[src/rtl/alu_arbiter_if.sv]
// ----------------------------------------------------------------------------
// alu_arbiter_if
//   Bundles every signal between the requesting datapath units, the shared
//   combinational ALU and the arbiter that sequences access to it.
//
//   Request side  : req_valid / req_ready (one bit per requester),
//                   req_op / req_a / req_b (packed, requester i at slice i)
//   ALU side      : alu_operation / alu_a / alu_b (to the ALU),
//                   alu_out / alu_overflow (from the ALU)
//   Response side : rsp_valid / rsp_ready, rsp_id, rsp_result, rsp_overflow
//
//   Modports:
//     slave  - the arbiter (drives req_ready, alu_* operands, rsp_*)
//     master - the environment (requesters, ALU, response consumer)
//
//   Handshakes (both request and response side):
//     A transfer happens on a rising clk edge where valid and ready are both 1.
//     The producer keeps valid and its payload stable until that edge; it may
//     drop valid beforehand to withdraw. ready may depend combinationally on
//     valid; valid never depends on ready.
// ----------------------------------------------------------------------------
interface alu_arbiter_if #(
  parameter int NUM_REQ = 4
) ();
  localparam int IDW = $clog2(NUM_REQ);

  logic [NUM_REQ-1:0]    req_valid;
  logic [NUM_REQ-1:0]    req_ready;
  logic [3*NUM_REQ-1:0]  req_op;
  logic [32*NUM_REQ-1:0] req_a;
  logic [32*NUM_REQ-1:0] req_b;

  logic [2:0]            alu_operation;
  logic [31:0]           alu_a;
  logic [31:0]           alu_b;
  logic [31:0]           alu_out;
  logic                  alu_overflow;

  logic                  rsp_valid;
  logic                  rsp_ready;
  logic [IDW-1:0]        rsp_id;
  logic [31:0]           rsp_result;
  logic                  rsp_overflow;

  modport slave (
    input  req_valid, req_op, req_a, req_b,
    input  alu_out, alu_overflow,
    input  rsp_ready,
    output req_ready,
    output alu_operation, alu_a, alu_b,
    output rsp_valid, rsp_id, rsp_result, rsp_overflow
  );

  modport master (
    output req_valid, req_op, req_a, req_b,
    output alu_out, alu_overflow,
    output rsp_ready,
    input  req_ready,
    input  alu_operation, alu_a, alu_b,
    input  rsp_valid, rsp_id, rsp_result, rsp_overflow
  );
endinterface

[src/rtl/alu_arbiter.sv]
// ----------------------------------------------------------------------------
// alu_arbiter
//   Shares one combinational 32-bit ALU among NUM_REQ requesters.
//   A round-robin arbiter picks one request in IDLE, registers its op and
//   operands onto the ALU inputs, holds them for SETTLE_CYCLES clocks so the
//   ripple through the ALU has settled, then captures alu_out/alu_overflow and
//   presents them as a valid/ready response tagged with the requester index.
//
// Parameters
//   NUM_REQ        number of requesters (2..8)
//   SETTLE_CYCLES  clocks the operands are held before sampling (>=1)
//
// Ports
//   clk        system clock, rising edge
//   rst_n      synchronous active-low reset
//   bus        alu_arbiter_if.slave: request, ALU and response signals
//   dbg_state  current FSM state (0 IDLE, 1 EXEC, 2 RESP)
//   perf_busy    (ALU_ARB_PERF_EN only) cycles spent outside IDLE, wraps
//   perf_grants  (ALU_ARB_PERF_EN only) per-requester accept counts,
//                requester i at [32i+31:32i], wraps
//
// Optional feature macro: ALU_ARB_PERF_EN (performance counters).
//
// FSM: IDLE -> EXEC -> RESP -> IDLE.
//   IDLE : grant the first valid requester scanning upward from the pointer.
//   EXEC : operands held on the ALU, counter runs down to zero, sample at 0.
//   RESP : response held until rsp_ready; no new grant in the handshake cycle.
// ----------------------------------------------------------------------------
module alu_arbiter #(
  parameter int NUM_REQ       = 4,
  parameter int SETTLE_CYCLES = 8
) (
  input  logic                  clk,
  input  logic                  rst_n,
  alu_arbiter_if.slave          bus,
  output logic [1:0]            dbg_state
`ifdef ALU_ARB_PERF_EN
  ,
  output logic [31:0]           perf_busy,
  output logic [32*NUM_REQ-1:0] perf_grants
`endif
);

  localparam int IW = $clog2(NUM_REQ);
  localparam int CW = $clog2(SETTLE_CYCLES + 1);

  localparam logic [IW:0]   NREQ_W   = (IW+1)'(NUM_REQ);
  localparam logic [CW-1:0] CNT_LOAD = CW'(SETTLE_CYCLES - 1);

  typedef enum logic [1:0] {
    S_IDLE = 2'd0,
    S_EXEC = 2'd1,
    S_RESP = 2'd2
  } state_e;

  state_e         state_q, state_d;
  logic [IW-1:0]  ptr_q,   ptr_d;
  logic [CW-1:0]  cnt_q,   cnt_d;
  logic [2:0]     op_q,    op_d;
  logic [31:0]    a_q,     a_d;
  logic [31:0]    b_q,     b_d;
  logic [IW-1:0]  id_q,    id_d;
  logic [31:0]    res_q,   res_d;
  logic           ovf_q,   ovf_d;

  // Arbitration results
  logic               found;
  logic [IW-1:0]      winner;
  logic [IW:0]        cand;
  logic [IW:0]        ptr_inc;
  logic [NUM_REQ-1:0] grant;
  logic [2:0]         sel_op;
  logic [31:0]        sel_a;
  logic [31:0]        sel_b;
  logic               accept;

  // --------------------------------------------------------------------------
  // Round-robin search: candidate index = ptr + k wrapped at NUM_REQ, so the
  // scan also works when NUM_REQ is not a power of two.
  // --------------------------------------------------------------------------
  always_comb begin
    found  = 1'b0;
    winner = '0;
    cand   = '0;
    for (int k = 0; k < NUM_REQ; k++) begin
      cand = {1'b0, ptr_q} + (IW+1)'(k);
      if (cand >= NREQ_W) begin
        cand = cand - NREQ_W;
      end
      if (!found && bus.req_valid[cand[IW-1:0]]) begin
        found  = 1'b1;
        winner = cand[IW-1:0];
      end
    end
  end

  // Payload mux and one-hot grant built from the winner index.
  always_comb begin
    sel_op = '0;
    sel_a  = '0;
    sel_b  = '0;
    grant  = '0;
    for (int i = 0; i < NUM_REQ; i++) begin
      if (winner == IW'(i)) begin
        sel_op = bus.req_op[3*i +: 3];
        sel_a  = bus.req_a[32*i +: 32];
        sel_b  = bus.req_b[32*i +: 32];
      end
      // rst_n gates the grant so nothing looks accepted while reset is held.
      grant[i] = rst_n && (state_q == S_IDLE) && found && (winner == IW'(i));
    end
  end

  assign accept  = (state_q == S_IDLE) && found;
  assign ptr_inc = {1'b0, winner} + (IW+1)'(1);

  // --------------------------------------------------------------------------
  // Next-state and datapath
  // --------------------------------------------------------------------------
  always_comb begin
    state_d = state_q;
    ptr_d   = ptr_q;
    cnt_d   = cnt_q;
    op_d    = op_q;
    a_d     = a_q;
    b_d     = b_q;
    id_d    = id_q;
    res_d   = res_q;
    ovf_d   = ovf_q;

    case (state_q)
      S_IDLE: begin
        if (accept) begin
          op_d    = sel_op;
          a_d     = sel_a;
          b_d     = sel_b;
          id_d    = winner;
          ptr_d   = (ptr_inc >= NREQ_W) ? '0 : ptr_inc[IW-1:0];
          cnt_d   = CNT_LOAD;
          state_d = S_EXEC;
        end
      end

      S_EXEC: begin
        // Operands have been stable SETTLE_CYCLES edges when cnt reaches 0.
        if (cnt_q == '0) begin
          res_d   = bus.alu_out;
          ovf_d   = bus.alu_overflow;
          state_d = S_RESP;
        end else begin
          cnt_d = cnt_q - CW'(1);
        end
      end

      S_RESP: begin
        if (bus.rsp_ready) begin
          state_d = S_IDLE;
        end
      end

      default: begin
        state_d = S_IDLE;
      end
    endcase
  end

  always_ff @(posedge clk) begin
    if (!rst_n) begin
      state_q <= S_IDLE;
      ptr_q   <= '0;
      cnt_q   <= '0;
      op_q    <= '0;
      a_q     <= '0;
      b_q     <= '0;
      id_q    <= '0;
      res_q   <= '0;
      ovf_q   <= 1'b0;
    end else begin
      state_q <= state_d;
      ptr_q   <= ptr_d;
      cnt_q   <= cnt_d;
      op_q    <= op_d;
      a_q     <= a_d;
      b_q     <= b_d;
      id_q    <= id_d;
      res_q   <= res_d;
      ovf_q   <= ovf_d;
    end
  end

  // ALU inputs come straight from the operand registers, so they only change
  // on an accept and keep the last op's values otherwise.
  assign bus.req_ready     = grant;
  assign bus.alu_operation = op_q;
  assign bus.alu_a         = a_q;
  assign bus.alu_b         = b_q;
  assign bus.rsp_valid     = (state_q == S_RESP);
  assign bus.rsp_id        = id_q;
  assign bus.rsp_result    = res_q;
  assign bus.rsp_overflow  = ovf_q;
  assign dbg_state         = state_q;

`ifdef ALU_ARB_PERF_EN
  // --------------------------------------------------------------------------
  // Performance counters, free-running and wrapping at 2^32.
  // --------------------------------------------------------------------------
  logic [31:0]           perf_busy_q,   perf_busy_d;
  logic [32*NUM_REQ-1:0] perf_grants_q, perf_grants_d;

  always_comb begin
    perf_busy_d   = perf_busy_q;
    perf_grants_d = perf_grants_q;
    if (state_q != S_IDLE) begin
      perf_busy_d = perf_busy_q + 32'd1;
    end
    for (int i = 0; i < NUM_REQ; i++) begin
      if (accept && (winner == IW'(i))) begin
        perf_grants_d[32*i +: 32] = perf_grants_q[32*i +: 32] + 32'd1;
      end
    end
  end

  always_ff @(posedge clk) begin
    if (!rst_n) begin
      perf_busy_q   <= '0;
      perf_grants_q <= '0;
    end else begin
      perf_busy_q   <= perf_busy_d;
      perf_grants_q <= perf_grants_d;
    end
  end

  assign perf_busy   = perf_busy_q;
  assign perf_grants = perf_grants_q;
`endif

endmodule

[src/flat_wrapper.sv]
// flat-port wrapper written by rule: the top's interface ports become plain ports
module alu_arbiter_flat 
#(
  parameter int NUM_REQ       = 4,
  parameter int SETTLE_CYCLES = 8
)
  (clk, rst_n, dbg_state, bus_req_valid, bus_req_op, bus_req_a, bus_req_b, bus_alu_out, bus_alu_overflow, bus_rsp_ready, bus_req_ready, bus_alu_operation, bus_alu_a, bus_alu_b, bus_rsp_valid, bus_rsp_id, bus_rsp_result, bus_rsp_overflow);
  alu_arbiter_if #(.NUM_REQ(NUM_REQ)) bus_i ();
  input  logic clk;
  input  logic rst_n;
  output logic [1:0] dbg_state;
  input wire logic [$bits(bus_i.req_valid)-1:0] bus_req_valid;
  input wire logic [$bits(bus_i.req_op)-1:0] bus_req_op;
  input wire logic [$bits(bus_i.req_a)-1:0] bus_req_a;
  input wire logic [$bits(bus_i.req_b)-1:0] bus_req_b;
  input wire logic [$bits(bus_i.alu_out)-1:0] bus_alu_out;
  input wire logic [$bits(bus_i.alu_overflow)-1:0] bus_alu_overflow;
  input wire logic [$bits(bus_i.rsp_ready)-1:0] bus_rsp_ready;
  output wire logic [$bits(bus_i.req_ready)-1:0] bus_req_ready;
  output wire logic [$bits(bus_i.alu_operation)-1:0] bus_alu_operation;
  output wire logic [$bits(bus_i.alu_a)-1:0] bus_alu_a;
  output wire logic [$bits(bus_i.alu_b)-1:0] bus_alu_b;
  output wire logic [$bits(bus_i.rsp_valid)-1:0] bus_rsp_valid;
  output wire logic [$bits(bus_i.rsp_id)-1:0] bus_rsp_id;
  output wire logic [$bits(bus_i.rsp_result)-1:0] bus_rsp_result;
  output wire logic [$bits(bus_i.rsp_overflow)-1:0] bus_rsp_overflow;
  assign bus_i.req_valid = bus_req_valid;
  assign bus_i.req_op = bus_req_op;
  assign bus_i.req_a = bus_req_a;
  assign bus_i.req_b = bus_req_b;
  assign bus_i.alu_out = bus_alu_out;
  assign bus_i.alu_overflow = bus_alu_overflow;
  assign bus_i.rsp_ready = bus_rsp_ready;
  assign bus_req_ready = bus_i.req_ready;
  assign bus_alu_operation = bus_i.alu_operation;
  assign bus_alu_a = bus_i.alu_a;
  assign bus_alu_b = bus_i.alu_b;
  assign bus_rsp_valid = bus_i.rsp_valid;
  assign bus_rsp_id = bus_i.rsp_id;
  assign bus_rsp_result = bus_i.rsp_result;
  assign bus_rsp_overflow = bus_i.rsp_overflow;
  alu_arbiter #(.NUM_REQ(NUM_REQ), .SETTLE_CYCLES(SETTLE_CYCLES)) u_core (.clk(clk), .rst_n(rst_n), .bus(bus_i), .dbg_state(dbg_state));
endmodule
[config.mk]
export PLATFORM = sky130hd
export DESIGN_NAME = alu_arbiter_flat
export DESIGN_NICKNAME = d
export VERILOG_FILES = /design/src/rtl/alu_arbiter_if.sv /design/src/rtl/alu_arbiter.sv /design/src/flat_wrapper.sv
export SDC_FILE = /design/constraint.sdc
export NUM_CORES = 1
export LEC_CHECK = 0
export ABC_AREA = 1
export CORE_AREA = 2 2 160 162
export CTS_CLUSTER_SIZE = 28
export DETAILED_ROUTE_END_ITERATION = 10
export DIE_AREA = 0 0 162 164
export PLACE_DENSITY = 0.7
export RECOVER_POWER = 50
export SYNTH_ARGS = -nofsm -noshare
export SYNTH_HDL_FRONTEND = slang
export SYNTH_SLANG_ARGS = --single-unit
[constraint.sdc]
create_clock -name clk -period 3.5 [get_ports clk]
set_clock_uncertainty 0.05 [all_clocks]
set_input_delay 0.7 -clock clk [delete_from_list [all_inputs] [get_ports clk]]
set_output_delay 0.7 -clock clk [all_outputs]
set_load 0.01 [all_outputs]
==> flow_summary.toml <==
[sta]
fin_crit_ns = 3.24
worst_pin_slew_ns = 1.39
slew_viol_final = 0
max_slew_margin_pct = 7.29
rsz0062_at_grt = "false"
finalSetupViolCount = 0
max_clock_freq_mhz = 309
fin_tns_setup_ns = 0
timing.final.ws_setup_ns = 0.262
hold_viol = 0
post-route-period-util_pct = 92.5

[clocking]
cts_buffers = 9
clock_latency_ns = 0.36
cts_root_buf = "clkbuf_16"
postCtsHoldBufs = 0
cts_tree = "done"
cts_sinks = 110
clk_path_buf_depth = 2
h-tree-depth = 3
clkTransAtPathRegs_ns = 0.09

[global_route]
grt_antenna_before_repair = 1
grt_pass1_wl_mm = 42.4
grtUsageTotal_pct = 20.2
grt_pass1_vias = 7824
grt_max_degree = 105
grt.overflow.total = 0

[final_layout]
synthToLayoutAreaGrowth_pct = 82.1
fillCellCount = 2551
final_cells = 1739
nets = 1717
drive_gt1_share_pct = 9.30

[worst_setup_path]
worstSetupPathType = "reg -> out"
endpoint_kind = "output pin"
max_stage_delay_ns = 0.47
crit_required_ns = 2.75
start_kind = "register"
critical_path.cell_chain = "inv_4 > nand2_1 > nand2_2 > buf_4 > buf_4 > o21ai_0 > nand3_2 > nand2_2 > buf_6 > ha_4 > inv_2 > nor2_2 > buf_4 > buf_2"
crit_slowest_cell = "dfxtp_2"
critPathMaxFanout = 10
cp.arrival_ns = 2.49
crit_path_frequent_cell = "buf_4"

[drt]
drc_errors = 0
wire_per_inst_um = 16.5
via_per_inst = 4.71
drtIter0Drc = 427
ant_nets = 0
dr.pass1.iters = 5
vias = 8193
drt-total-wl_mm = 28.6

[floorplanning]
start_util_pct = 25.1
die_w_um = 162
core_um2 = 24800
fp.dieH_um = 164
io_pins = 417
dieArea_um2 = 26600
rows = 58

[synthesis]
synthMostInstantiatedCell = "nand2_1"
syn-num-nets = 1325
ys_top_cells_by_area = "dfxtp_1, o21ai_0, nand2_1"
synth-seq-cells = 110
yosysWarnings = 0
synth_top_area_share_pct = 35.4
ys_types = 27
synth.cells.most_frequent = "nand2_1, o21ai_0, nor2_1"
synth-seq-area-share_pct = 35.4
syn_inst = 1011
mappedNetlistArea_um2 = 6220
yosysTopAreaCell = "dfxtp_1"
synth_ff_type = "dfxtp_1"
synth_edf_count = 0
async_flop_share_pct = 0
synth.avg_cell_area_um2 = 6.16

[placed_design]
hpwl_mm = 19.7
place_inst = 1712
preCtsSetupSlack_ns = -0.421
gp_congestion = 0.840
portBuffers = 416

[worst_hold_path]
hold_class = "reg -> reg"

[run_status]
status = "finished, final reports clean"

[pwr]
peakVddDrop_uv = 1020
pwr_density_cell_nw_per_um2 = 951
power_leakage_uw = 0.00482

[job]
drv_cap = 0
[report_power, final]
part,total (uW),internal (uW),switching (uW),leakage (uW)
clock network,1080,510,566,0.000148
logic,7760,3280,4480,0.00377
registers,1940,1690,246,0.000908
[layout by cell type, fill, tap and decap left out, types with 3 or more instances in the layout]
cell	count
clkdlybuf4s50_1	331
o21ai_1	37
inv_2	3
a21oi_1	70
buf_6	5
nor2_2	36
ha_1	3
nor2_1	176
o21ai_0	206
clkbuf_16	12
ha_4	3
nand3_1	7
clkinv_4	3
nand2_1	233
buf_2	4
buf_12	6
buf_4	25
dlymetal6s2s_1	4
dlygate4sd3_1	76
dfxtp_1	108
nand2_2	15
inv_1	19
[final timing paths]
check                    endpoint                 start  depth (start not counted)  slack, ns
max              bus_req_ready[2]       u_core.ptr_q[0]                         14       0.26
min          u_core.bus.rsp_id[0]  u_core.bus.rsp_id[0]                          2       0.42
max reg2reg  u_core.bus.alu_b[18]       u_core.ptr_q[0]                         22       0.31
min reg2reg  u_core.bus.rsp_id[0]  u_core.bus.rsp_id[0]                          2       0.42
[flip-flops by register name, summed over array words and instances, names as in the netlist]
| register | cells |
|---|---|
| u_core.bus.rsp_id | 2 |
| u_core.bus.alu_operation | 3 |
| u_core.bus.alu_a | 32 |
| u_core.bus.alu_b | 32 |
| u_core.bus.rsp_result | 32 |
| u_core.bus.rsp_overflow | 1 |
| u_core.dbg_state | 2 |
| u_core.cnt_q | 4 |
| u_core.ptr_q | 2 |
[area by class of cell]
| class | instances | area (um^2) | share of cell area, % |
|---|---|---|---|
| timing repair buffer | 458 | 4610 | 40.7 |
| tap | 330 | 413 | 3.64 |
| multi-input combinational | 798 | 3690 | 32.6 |
| sequential | 110 | 2200 | 19.5 |
| clock buffer | 9 | 225 | 1.99 |
| antenna | 1 | 2.50 | 0.0221 |
| clock inverter | 7 | 78.8 | 0.696 |
| inverter | 26 | 104 | 0.916 |
[stage by stage]
step / utilization, % / hold WS, ns / power (uW) / cell area [um^2]
finish: 45.7 / 0.420 / 10800 / 11300
global route: 45.7 / 0.454 / 11900 / 11300
CTS: 44.8 / 0.425 / 10300 / 11100
detailed placement: 43.5 / 0.401 / 9150 / 10800
global placement: 43.5 / 0.398 / 9070 / 10800
floorplan: - / 0.405 / 6280 / 6220
[critical path, delay by kind of cell (launching register included)]
family / cells / cell delay, ns
AO/OA/AOI/OAI: 1 / 0.23
adder cells (fa/ha/maj): 1 / 0.14
buffers and inverters: 7 / 0.77
flip-flops: 1 / 0.47
AND/OR/NAND/NOR: 5 / 0.51
[kinds of logic after synthesis]
group | after synthesis | share of synthesized area [%]
compound gates | 314 | 25.3
xor+xnor | 2 | 0.282
fa+ha+maj | 6 | 1.21
buf+inv | 103 | 7.20
flops | 110 | 35.4
simple gates | 476 | 30.6
[layer usage]
layer / GRT usage [%] / up-vias / part of all wire (%)
met3: 5.73 / 26 / 8.4
li1: - / 4070 / -
met1: 23.6 / 3756 / 41
met2: 36.2 / 341 / 49
met5: 0 / - / 0
met4: 5.27 / 0 / 1.8
[timing repair]
| action | CTS | global route |
|---|---|---|
| cloned | 0 | 4 |
| setup endpoints to repair | 4 | 68 |
| buffers inserted | 0 | 6 |
| pin swaps | 0 | 19 |
| gates resized for setup | 21 | 50 |
Note: power is estimated with default switching activity, not from simulation.
